$ cat src/rtl/icache_ctrl_pkg.sv
// Shared definitions for the instruction-cache miss controller:
// state encoding and the address field positions.
package icache_ctrl_pkg;

  localparam int ICACHE_OFFSET_BITS = 4;
  localparam int ICACHE_SET_DEPTH   = 5;
  localparam int ICACHE_TAG_WIDTH   = 7;

  // Field LSB positions inside a fetch byte address.
  localparam int ICACHE_OFFSET_LSB  = 0;
  localparam int ICACHE_SET_LSB     = ICACHE_OFFSET_LSB + ICACHE_OFFSET_BITS;
  localparam int ICACHE_TAG_LSB     = ICACHE_SET_LSB + ICACHE_SET_DEPTH;

  typedef enum logic [2:0] {
    S_IDLE     = 3'd0,
    S_LOOKUP   = 3'd1,
    S_MEM_REQ  = 3'd2,
    S_MEM_WAIT = 3'd3,
    S_REFILL   = 3'd4,
    S_REPLAY   = 3'd5,
    S_FLUSH    = 3'd6
  } state_t;

endpackage

$ cat src/rtl/icache_miss_ctrl.sv
// Instruction-cache miss controller: one fetch at a time, tag lookup one
// cycle after accept, block refill and replay on a miss, and whole-cache
// invalidation serialised behind any miss already in flight.
//
// Handshakes: a transfer happens on a rising edge where valid and ready are
// both 1; valid and its payload stay stable until then. core_rsp_valid_o
// and mem_rsp_valid_i are single-cycle pulses with no back-pressure.
module icache_miss_ctrl
  import icache_ctrl_pkg::*;
#(
  parameter int ADDR_WIDTH  = 32,
  parameter int OFFSET_BITS = ICACHE_OFFSET_BITS,
  parameter int SET_DEPTH   = ICACHE_SET_DEPTH,
  parameter int TAG_WIDTH   = ICACHE_TAG_WIDTH,
  parameter int NUM_WAY     = 2,
  parameter int WAY_DEPTH   = 1,
  parameter int WID_WIDTH   = 3
) (
  input  logic                          clk,
  input  logic                          rst,
  input  logic                          core_req_valid_i,
  output logic                          core_req_ready_o,
  input  logic [ADDR_WIDTH-1:0]         core_req_addr_i,
  input  logic [WID_WIDTH-1:0]          core_req_wid_i,
  output logic                          core_rsp_valid_o,
  output logic [WID_WIDTH-1:0]          core_rsp_wid_o,
  output logic [ADDR_WIDTH-1:0]         core_rsp_addr_o,
  output logic [WAY_DEPTH-1:0]          core_rsp_wayid_o,
  input  logic                          flush_i,
  output logic                          tag_r_req_valid_o,
  output logic [SET_DEPTH-1:0]          tag_r_req_setid_o,
  output logic [TAG_WIDTH-1:0]          tag_tag_st1_o,
  input  logic                          tag_hit_st1_i,
  input  logic [WAY_DEPTH-1:0]          tag_wayid_hit_st1_i,
  output logic                          tag_w_req_valid_o,
  output logic [SET_DEPTH-1:0]          tag_w_req_setid_o,
  output logic [NUM_WAY*TAG_WIDTH-1:0]  tag_w_req_data_o,
  output logic                          tag_invalid_o,
  output logic                          mem_req_valid_o,
  input  logic                          mem_req_ready_i,
  output logic [ADDR_WIDTH-1:0]         mem_req_addr_o,
  input  logic                          mem_rsp_valid_i,
  output logic                          busy_o,
  output logic [2:0]                    dbg_state_o
);

  localparam int SET_LSB = OFFSET_BITS;
  localparam int TAG_LSB = OFFSET_BITS + SET_DEPTH;

  state_t                 state_q, state_d;
  logic                   flush_pending_q;
  logic                   pend_clr;
  logic                   cap_en;
  logic [ADDR_WIDTH-1:0]  cap_addr_q;
  logic [WID_WIDTH-1:0]   cap_wid_q;

  logic [SET_DEPTH-1:0]   cap_set;
  logic [TAG_WIDTH-1:0]   cap_tag;
  logic [ADDR_WIDTH-1:0]  blk_addr;

  assign cap_set  = cap_addr_q[SET_LSB +: SET_DEPTH];
  assign cap_tag  = cap_addr_q[TAG_LSB +: TAG_WIDTH];
  assign blk_addr = {cap_addr_q[ADDR_WIDTH-1:OFFSET_BITS], {OFFSET_BITS{1'b0}}};

  assign core_rsp_wid_o  = cap_wid_q;
  assign core_rsp_addr_o = cap_addr_q;
  assign tag_tag_st1_o   = cap_tag;
  assign busy_o          = (state_q != S_IDLE) || flush_pending_q;
  assign dbg_state_o     = state_q;

  // State register, pending-flush flag and request capture.
  always_ff @(posedge clk or posedge rst) begin
    if (rst) begin
      state_q         <= S_IDLE;
      flush_pending_q <= 1'b0;
      cap_addr_q      <= '0;
      cap_wid_q       <= '0;
    end else begin
      state_q <= state_d;
      // A flush arriving mid-miss waits until the miss has responded.
      if (pend_clr)
        flush_pending_q <= 1'b0;
      else if (flush_i && state_q != S_IDLE && state_q != S_FLUSH)
        flush_pending_q <= 1'b1;
      if (cap_en) begin
        cap_addr_q <= core_req_addr_i;
        cap_wid_q  <= core_req_wid_i;
      end
    end
  end

  // Next-state and output decode; idle values first, each state raises its own.
  always_comb begin
    state_d           = state_q;
    cap_en            = 1'b0;
    pend_clr          = 1'b0;
    core_req_ready_o  = 1'b0;
    core_rsp_valid_o  = 1'b0;
    core_rsp_wayid_o  = '0;
    tag_r_req_valid_o = 1'b0;
    tag_r_req_setid_o = '0;
    tag_w_req_valid_o = 1'b0;
    tag_w_req_setid_o = '0;
    tag_w_req_data_o  = '0;
    tag_invalid_o     = 1'b0;
    mem_req_valid_o   = 1'b0;
    mem_req_addr_o    = '0;
    case (state_q)
      S_IDLE: begin
        if (flush_i || flush_pending_q) begin
          state_d = S_FLUSH;
        end else begin
          core_req_ready_o = 1'b1;
          if (core_req_valid_i) begin
            cap_en            = 1'b1;
            tag_r_req_valid_o = 1'b1;
            tag_r_req_setid_o = core_req_addr_i[SET_LSB +: SET_DEPTH];
            state_d           = S_LOOKUP;
          end
        end
      end
      S_LOOKUP: begin
        if (tag_hit_st1_i) begin
          core_rsp_valid_o = 1'b1;
          core_rsp_wayid_o = tag_wayid_hit_st1_i;
          state_d          = S_IDLE;
        end else begin
          state_d = S_MEM_REQ;
        end
      end
      S_MEM_REQ: begin
        mem_req_valid_o = 1'b1;
        mem_req_addr_o  = blk_addr;
        if (mem_req_ready_i) state_d = S_MEM_WAIT;
      end
      S_MEM_WAIT: begin
        if (mem_rsp_valid_i) state_d = S_REFILL;
      end
      S_REFILL: begin
        // The tag-access block picks the LRU way; every field carries the tag.
        tag_w_req_valid_o = 1'b1;
        tag_w_req_setid_o = cap_set;
        tag_w_req_data_o  = {NUM_WAY{cap_tag}};
        state_d           = S_REPLAY;
      end
      S_REPLAY: begin
        tag_r_req_valid_o = 1'b1;
        tag_r_req_setid_o = cap_set;
        state_d           = S_LOOKUP;
      end
      S_FLUSH: begin
        tag_invalid_o = 1'b1;
        pend_clr      = 1'b1;
        state_d       = S_IDLE;
      end
      default: state_d = S_IDLE;
    endcase
  end

endmodule

$ cat config.mk
export PLATFORM = sky130hd
export DESIGN_NAME = icache_miss_ctrl
export DESIGN_NICKNAME = d
export VERILOG_FILES = /design/src/rtl/icache_ctrl_pkg.sv /design/src/rtl/icache_miss_ctrl.sv
export SDC_FILE = /design/constraint.sdc
export NUM_CORES = 1
export LEC_CHECK = 0
export BUFFER_PORTS_ARGS = -buffer_cell sky130_fd_sc_hd__buf_2
export CORE_MARGIN = 2
export CORE_UTILIZATION = 46
export CTS_BUF_LIST = sky130_fd_sc_hd__clkbuf_2
export CTS_CLUSTER_SIZE = 30
export DETAILED_ROUTE_END_ITERATION = 8
export GPL_ROUTABILITY_DRIVEN = 0
export PLACE_DENSITY = 0.88
export SLEW_MARGIN = 5
export SYNTH_ARGS = -nofsm -noshare
export SYNTH_HDL_FRONTEND = slang
export SYNTH_SLANG_ARGS = --single-unit
export TNS_END_PERCENT = 20
$ cat constraint.sdc
create_clock -name clk -period 2.5 [get_ports clk]
set_input_delay 0.125 -clock clk [delete_from_list [all_inputs] [get_ports clk]]
set_output_delay 0.125 -clock clk [all_outputs]
set_load 0.02 [all_outputs]
After elaboration in Yosys (flattened, before gate mapping). Cells that the tools add are included.

Register bits after elaboration: 39. Memories: 0. Logic and storage cells: 49. Latch bits: 0. RAM bits: 0. Bits of input ports: 43. ROM bits: 0. Output and inout port bits: 109.

Equal/unequal tests: 10. Magnitude comparators: 0. Multiplexer cells: 27. $mul: 0. Add/subtract/negate cells: 0. Reductions and logical operators: 8. Divide/modulo/power cells: 0. Bitwise gates (word level): 0. Shift-type cells: 0.

Operator list (number): 32-bit 2-to-1 mux (1); 3-bit case mux with 6 select lines (1); 5-bit 2-to-1 mux (3); 1-bit 2-to-1 mux (14); 14-bit 2-to-1 mux (1); 3-bit 2-to-1 mux (4); 5-bit case mux with 2 select lines (1); 3-bit == test (second input constant) (3); 3-bit by 2-bit == test with 1-bit output (second input constant) (2); 3-bit != test (second input constant) (2); 2-bit != test (second input constant) (2); 3-bit by 1-bit == test with 1-bit output (second input constant) (1); 3-bit zero test (1); 3-bit AND reduction (1); 3-bit nonzero test (1); 1-bit logical AND (2); 1-bit logical OR (2); 2-bit 2-to-1 mux (1); 1-bit case mux with 2 select lines (1); 2-bit nonzero test (1).

Logic depth before layout (Yosys ltp). Gate-level depths: netlist of run 1.

Word-level depth: 5. Gate-level depth with buffers: 6.

Worst setup path after synthesis of run 1. No wires, ideal clock.

Path kind: register to output. Start point: register state_q[0], in the netlist dbg_state_o[0]. End point: output tag_w_req_data_o[10]. Slack: 0.737 ns. Stages on the path, launching flop included: 6. Buffers on the path: 3. Arrival time: 1.638 ns. Data required time: 2.375 ns. Path through: dfrtp_1 > buf_2 > nor3b_1 > buf_2 > and2_1 > buf_4.

Cells in the longest elaborated chain, start to end: 2.

Ends and longest elaborated chain: start: declaration (RTL line icache_miss_ctrl.sv:50) `state_t state_q, state_d;`; start signal: assignment (RTL line icache_miss_ctrl.sv:79) `state_q <= state_d;`; 3-bit == test (RTL line icache_miss_ctrl.sv:108) `case (state_q)`; 14-bit 2-to-1 mux (RTL line icache_miss_ctrl.sv:108); end: declaration (RTL line icache_miss_ctrl.sv:37) `output logic [NUM_WAY*TAG_WIDTH-1:0] tag_w_req_data_o,`.

Every way passes these cells.

Final worst setup path of run 1.
Start point: register state_q[0], in the netlist dbg_state_o[0]. End point: output tag_r_req_setid_o[0].

Cells in the longest elaborated chain, start to end: 2.

Ends and longest elaborated chain: 3-bit == test or 3-bit zero test (tied branches) (RTL line icache_miss_ctrl.sv:108); 5-bit case mux with 2 select lines (*) (RTL line icache_miss_ctrl.sv:108); end: declaration (RTL line icache_miss_ctrl.sv:31) `output logic [SET_DEPTH-1:0] tag_r_req_setid_o,`.

Every way passes the cells marked *; elsewhere a longest branch is shown, timed or not.

==> reports/metrics.cfg, run 1 <==
[die]
core_sq_mm=0.004723
die-area_sq_mm=0.005458
die_w_um=73.88
die_h_um=73.88
fp-row-count=25
start_util=0.4755
ios=152

[global_route]
grt_use_total=0.2048
grt-ovfl-total=0
antenna_found_initial=0
grt_start_max_net_pins=30
grt_pass1_vias=1765
grt_pass1_wl_um=8466

[sta]
setup_viol=0
finalCriticalPeriod_ns=2.290
fmaxAchievable_mhz=436.6
drv_slew=0
worst_pin_slew_ns=0.6364
hold_viol=0
fin_hold_ws_ns=0.04718
layout_setup_ws_ns=0.2096
fin_setup_tns_ns=0
grt_setup_unrepaired=no
finClkSkew_ns=0.01983
max_slew_margin=0.5731
layout_worst_path_cycle_share=0.9162

[pwr]
fin_total_pwr_mw=3.539
leakage_nw=1.851
power_density_mw_per_mm2=1078
ir_worst_vdd_mv=0.4714

[worst_setup_path]
critPathLaunchType=register
cp_max_fo=24
end_kind=output pin
critical_path_class=reg -> out
cp.arrival_ns=2.17
worstPathRequired_ns=2.38
rrSetupSlack_ns=0.44

[route]
dr.first_iter.drc_count=54
ant_nets=0
vias=1880
vias_per_cell=4.519
drcViolationCount=0
firstDrtPassIters=4
wl_per_cell_um=14.05
routed_wl_um=5844

[worst_hold_path]
hp-class=in -> reg

[placement]
placed_cell_area_sq_mm=0.002846
dpl.cell_count=369
numPortBuffers=147
dp.final_hpwl_um=3912
preCtsSetupSlack_ns=0.4880

[yosys]
syn_area_sq_mm=0.002246
ys_seq_area_frac=0.4345
ys_types=31
synthCells=179
ys_ff_latch=39
ys_warn_count=0
syn_area_per_cell_sq_um=12.55

[clock_network]
cts_tree=built
clock_path_buffers=2
cts_made_buffers=5
cts_setup_buffers=0
insertion_delay_ns=0.38
cts-resized-gates=0
clk_pin_slew_ns=0.22
clockRootBuffer=clkbuf_2
cts.sinks=39
h-tree-depth=2

[cells_and_area]
area_delta_synth_final_pct=46.13
final_common_cell=buf_2
final_cell_area_sq_mm=0.003282
final_cell_mix=buf_2, and2_1, dfrtp_1, dlygate4sd3_1, mux2_4
regArea_sq_um=975.9
fill_cells=352
multi_input_area_sq_mm=0.001001
drive_gt1_frac=0.5645
final_util=0.6948
fin_cells=416
diodes=0
layout.nets=391

[job]
maxCapViolations=0

[outcome]
status=finished, final reports clean

-- Yosys cell counts, drive strengths merged --
cell	n	area, sq um
nor3	3	20.02
o32ai	1	8.760
buf	29	264.0
o22a	1	8.760
and2	42	262.8
dfrtp	39	975.9
inv	2	7.510
nand2	3	11.26
and3	2	17.52
a211o	1	8.760
nor3b	1	7.510
a22o	5	43.79
or2	1	6.260
conb	1	3.750
nor2	3	13.77
o22ai	1	6.260
nand2b	1	6.260
clkbuf	2	8.750
a21oi	3	15.01
mux2	35	521.8
mux2i	1	10.01
and3b	2	17.52
-- final timing paths --
path	from	end	depth (start not counted)
min in group asynchronous	rst	dbg_state_o[0]$_DFFE_PP0P_	3
worst min register to register	core_rsp_addr_o[0]$_DFFE_PP0P_	core_rsp_addr_o[0]$_DFFE_PP0P_	1
max in group asynchronous	rst	core_rsp_addr_o[29]$_DFFE_PP0P_	4
worst min-delay path	mem_req_ready_i	dbg_state_o[0]$_DFFE_PP0P_	3
worst max-delay path	dbg_state_o[0]$_DFFE_PP0P_	tag_r_req_setid_o[0]	4
worst max register to register	dbg_state_o[0]$_DFFE_PP0P_	core_rsp_addr_o[28]$_DFFE_PP0P_	4
-- critical path, cell delays in order (launching register included) --
cell and delay, ns:
dfrtp_1 0.57, nor3_2 0.32, and3_4 0.50, a22o_1 0.22
buf_2 0.16
-- where the power goes --
group	internal (mW)	switching (mW)	total [mW]
Combinational	0.903	1.15	2.05
Clock	0.0664	0.214	0.281
Sequential	0.903	0.303	1.21
-- per-layer routing --
metal,wire length (um),global-route usage,part of all wire,vias to the layer above
met5,0,0,0,-
met4,76,0.06061,0.013,0
met3,296,0.03155,0.051,8
met2,3104,0.3819,0.53,85
met1,2367,0.2391,0.41,875
li1,-,-,-,912
-- sequential cells by signal (all words and copies together), names as in the netlist --
register / flops
flush_pending_q: 1
core_rsp_addr_o: 32
dbg_state_o: 3
core_rsp_wid_o: 3
-- what timing repair did --
action,in CTS,in global routing
setup endpoints to repair,0,0
hold buffers,39,0
hold endpoints to repair,54,0
-- area by class of cell --
class / count / area share
clock inverters: 3 / 0.006100
repair buffers: 190 / 0.3561
clock buffers: 5 / 0.007625
inverters: 2 / 0.002287
multi-input cells: 110 / 0.3050
well taps: 67 / 0.02554
flip-flops and latches: 39 / 0.2974
-- logic make-up (layout without fill, tap and decap cells) --
| kind of cell | after synthesis | count (layout) | share of synthesized area |
|---|---|---|---|
| buffers and inverters | 33 | 200 | 0.1248 |
| other | 1 | 4 | 0.001670 |
| AO/OA/AOI/OAI | 12 | 12 | 0.04067 |
| multiplexers | 36 | 36 | 0.2368 |
| flip-flops | 39 | 39 | 0.4345 |
| AND/OR/NAND/NOR | 58 | 58 | 0.1616 |
No activity file was read; power rests on OpenSTA's default activity.
==> inputs of run 2 (changes only) <==
Settings changed: PLACE_DENSITY 0.88 to 0.87.
==> run 2 against run 1 <==
Effect of this change: combinational power about the same; sequential share of layout area decreased by 0.068 points; non-clock buffer count rose by 1; worst hold slack better by 0.0052 ns; cell count rose by 0.24%; critical path depth unchanged; first-iteration DRC count is 43% higher; register-to-register slack improved by 0.05 ns; critical path type unchanged; highest routed layer unchanged.
==> reports/metrics.cfg, run 2 (same netlist as run 1, synthesis figures left out) <==
[worst_setup_path]
cp.depth=4  ; unchanged
critPathLaunchType=register
max_stage_delay_ns=0.56  ; about the same
worstPathRequired_ns=2.38  ; about the same
worstReg2RegEnd=core_rsp_wid_o[1]$_DFFE_PP0P_
end_kind=output pin
path_buf_inv=1  ; unchanged
crit_end=tag_r_req_setid_o[4]
cp.arrival_ns=2.11  ; -0.06 ns
cp_max_fo=21  ; -13%
critical_path_class=reg -> out
crit_chain=nor3_2, and3_4, a22o_1, buf_2
critPathLaunch=dbg_state_o[0]$_DFFE_PP0P_
r2r_start=dbg_state_o[0]$_DFFE_PP0P_
crit_family=simple AND/OR/NAND/NOR gates
slowest_stage=dfrtp_1
rrSetupSlack_ns=0.49  ; +0.05 ns
r2r.worst_path.cells=4  ; unchanged

[global_route]
antenna_found_initial=0  ; unchanged
grt_pass1_wl_um=8528  ; +0.73%
grt-ovfl-total=0  ; unchanged
grt_pass1_vias=1779  ; +0.79%
grt_start_max_net_pins=30  ; unchanged
grt_use_total=0.2062  ; +0.001438

[clock_network]
cts_tree=built
cts_made_buffers=5  ; unchanged
clockRootBuffer=clkbuf_2
insertion_delay_ns=0.38  ; about the same
clock_path_buffers=2  ; unchanged
cts_setup_buffers=0  ; unchanged
cts.sinks=39  ; unchanged
clk_pin_slew_ns=0.20  ; -0.02 ns
h-tree-depth=2  ; unchanged

[die]
die-area_sq_mm=0.005458  ; unchanged
ios=152  ; unchanged
die_h_um=73.88  ; unchanged
fp-row-count=25  ; unchanged
start_util=0.4755  ; unchanged
core_sq_mm=0.004723  ; unchanged
die_w_um=73.88  ; unchanged

[route]
dr.first_iter.drc_count=77  ; +43%
firstDrtPassIters=4  ; unchanged
drcViolationCount=0  ; unchanged
routed_wl_um=5545  ; -5.1%
ant_nets=0  ; unchanged
vias=1902  ; +1.2%
wl_per_cell_um=13.30  ; -5.3%
vias_per_cell=4.561  ; +0.93%

[pwr]
leakage_nw=1.857  ; +0.29%
ir_worst_vdd_mv=0.6702  ; +42%
power_density_mw_per_mm2=1071  ; -0.72%

[cells_and_area]
area_delta_synth_final_pct=46.46
final_util=0.6964  ; +0.001590
final_common_cell=buf_2
layout.nets=392  ; +0.26%
largest_reg_flops=32  ; unchanged
final_cell_mix=buf_2, and2_1, dfrtp_1, dlygate4sd3_1, mux2_4
diodes=0  ; unchanged
drive_gt1_frac=0.5657  ; +0.001244

[sta]
finalCriticalPeriod_ns=2.239  ; -0.05107 ns
hold_viol=0  ; unchanged
grt_setup_unrepaired=no
drv_slew=0  ; unchanged
fmaxAchievable_mhz=446.6  ; +2.3%
finClkSkew_ns=0.009812  ; -0.01002 ns
layout_worst_path_cycle_share=0.8957  ; -0.02043
worst_pin_slew_ns=0.6841  ; +0.04777 ns
max_slew_margin=0.5411  ; -0.03205
setup_viol=0  ; unchanged
fin_setup_tns_ns=0  ; unchanged

[placement]
dp.final_hpwl_um=3830  ; -2.1%
numPortBuffers=147  ; unchanged

[job]
maxCapViolations=0  ; unchanged

[worst_hold_path]
hold_start=core_req_valid_i
hp-class=in -> reg

[outcome]
status=finished, final reports clean

## run 2: through the flow
stage / cells / total power, mW / hold slack [ns] / setup slack, ns / cell area, sq um
floorplan: 182 / 2.662 / 0.2616 / 0.7366 / 2257
global placement: 370 / 3.155 / 0.1576 / 0.6214 / 2854
detailed placement: 370 / 3.210 / 0.1757 / 0.5128 / 2854
CTS: 416 / 3.542 / 0.006230 / 0.2232 / 3279
global route: 417 / 3.752 / 0.04968 / 0.07841 / 3289
finish: 417 / 3.521 / 0.05243 / 0.2606 / 3289
## run 2: final cells by class
class / count / area [sq um]
Clock buffer: 5 / 25.02
Clock inverter: 3 / 20.02
Fill cell: 339 / 1434
Inverter: 2 / 7.507
Multi-Input combinational cell: 110 / 1001
Sequential cell: 39 / 975.9
Tap cell: 67 / 83.83
Timing Repair Buffer: 191 / 1176
## run 2: metal layers
| layer | track usage | part of all wire |
|---|---|---|
| met1 | 0.2417 | 0.39 |
| met2 | 0.3839 | 0.55 |
| met3 | 0.04252 | 0.058 |
| met4 | 0.04444 | 0.0056 |
| met5 | 0 | 0 |
## run 2: worst reg2reg max path, stage by stage (launching register included)
cell and delay [ns]:
dfrtp_1 0.56, nor3_2 0.34, and3_4 0.46, buf_12 0.24, mux2_4 0.32
## run 2: worst min path at each step
stage                     slack (ns)                        endpoint  depth (start not counted)
after floorplan                 0.26     flush_pending_q$_DFFE_PP0P_                          1
after global placement          0.16  core_rsp_addr_o[2]$_DFFE_PP0P_                          2
after detailed placement        0.18  core_rsp_addr_o[1]$_DFFE_PP0P_                          2
after CTS                      0.006      dbg_state_o[1]$_DFFE_PP0P_                          3
after global routing            0.05      dbg_state_o[0]$_DFFE_PP0P_                          3
final                           0.05      dbg_state_o[0]$_DFFE_PP0P_                          3
## run 2: report_power, final
part | switching [mW] | internal (mW) | leakage, nW
clock | 0.214 | 0.0663 | 0.0250
sequential | 0.294 | 0.903 | 0.490
combinational | 1.14 | 0.904 | 1.34
total | 1.65 | 1.87 | 1.86
## run 2: repair_timing
item,CTS,global route
hold endpoints to repair,55,1
setup endpoints to repair,0,0
gates resized for setup,0,0
hold buffers,38,1
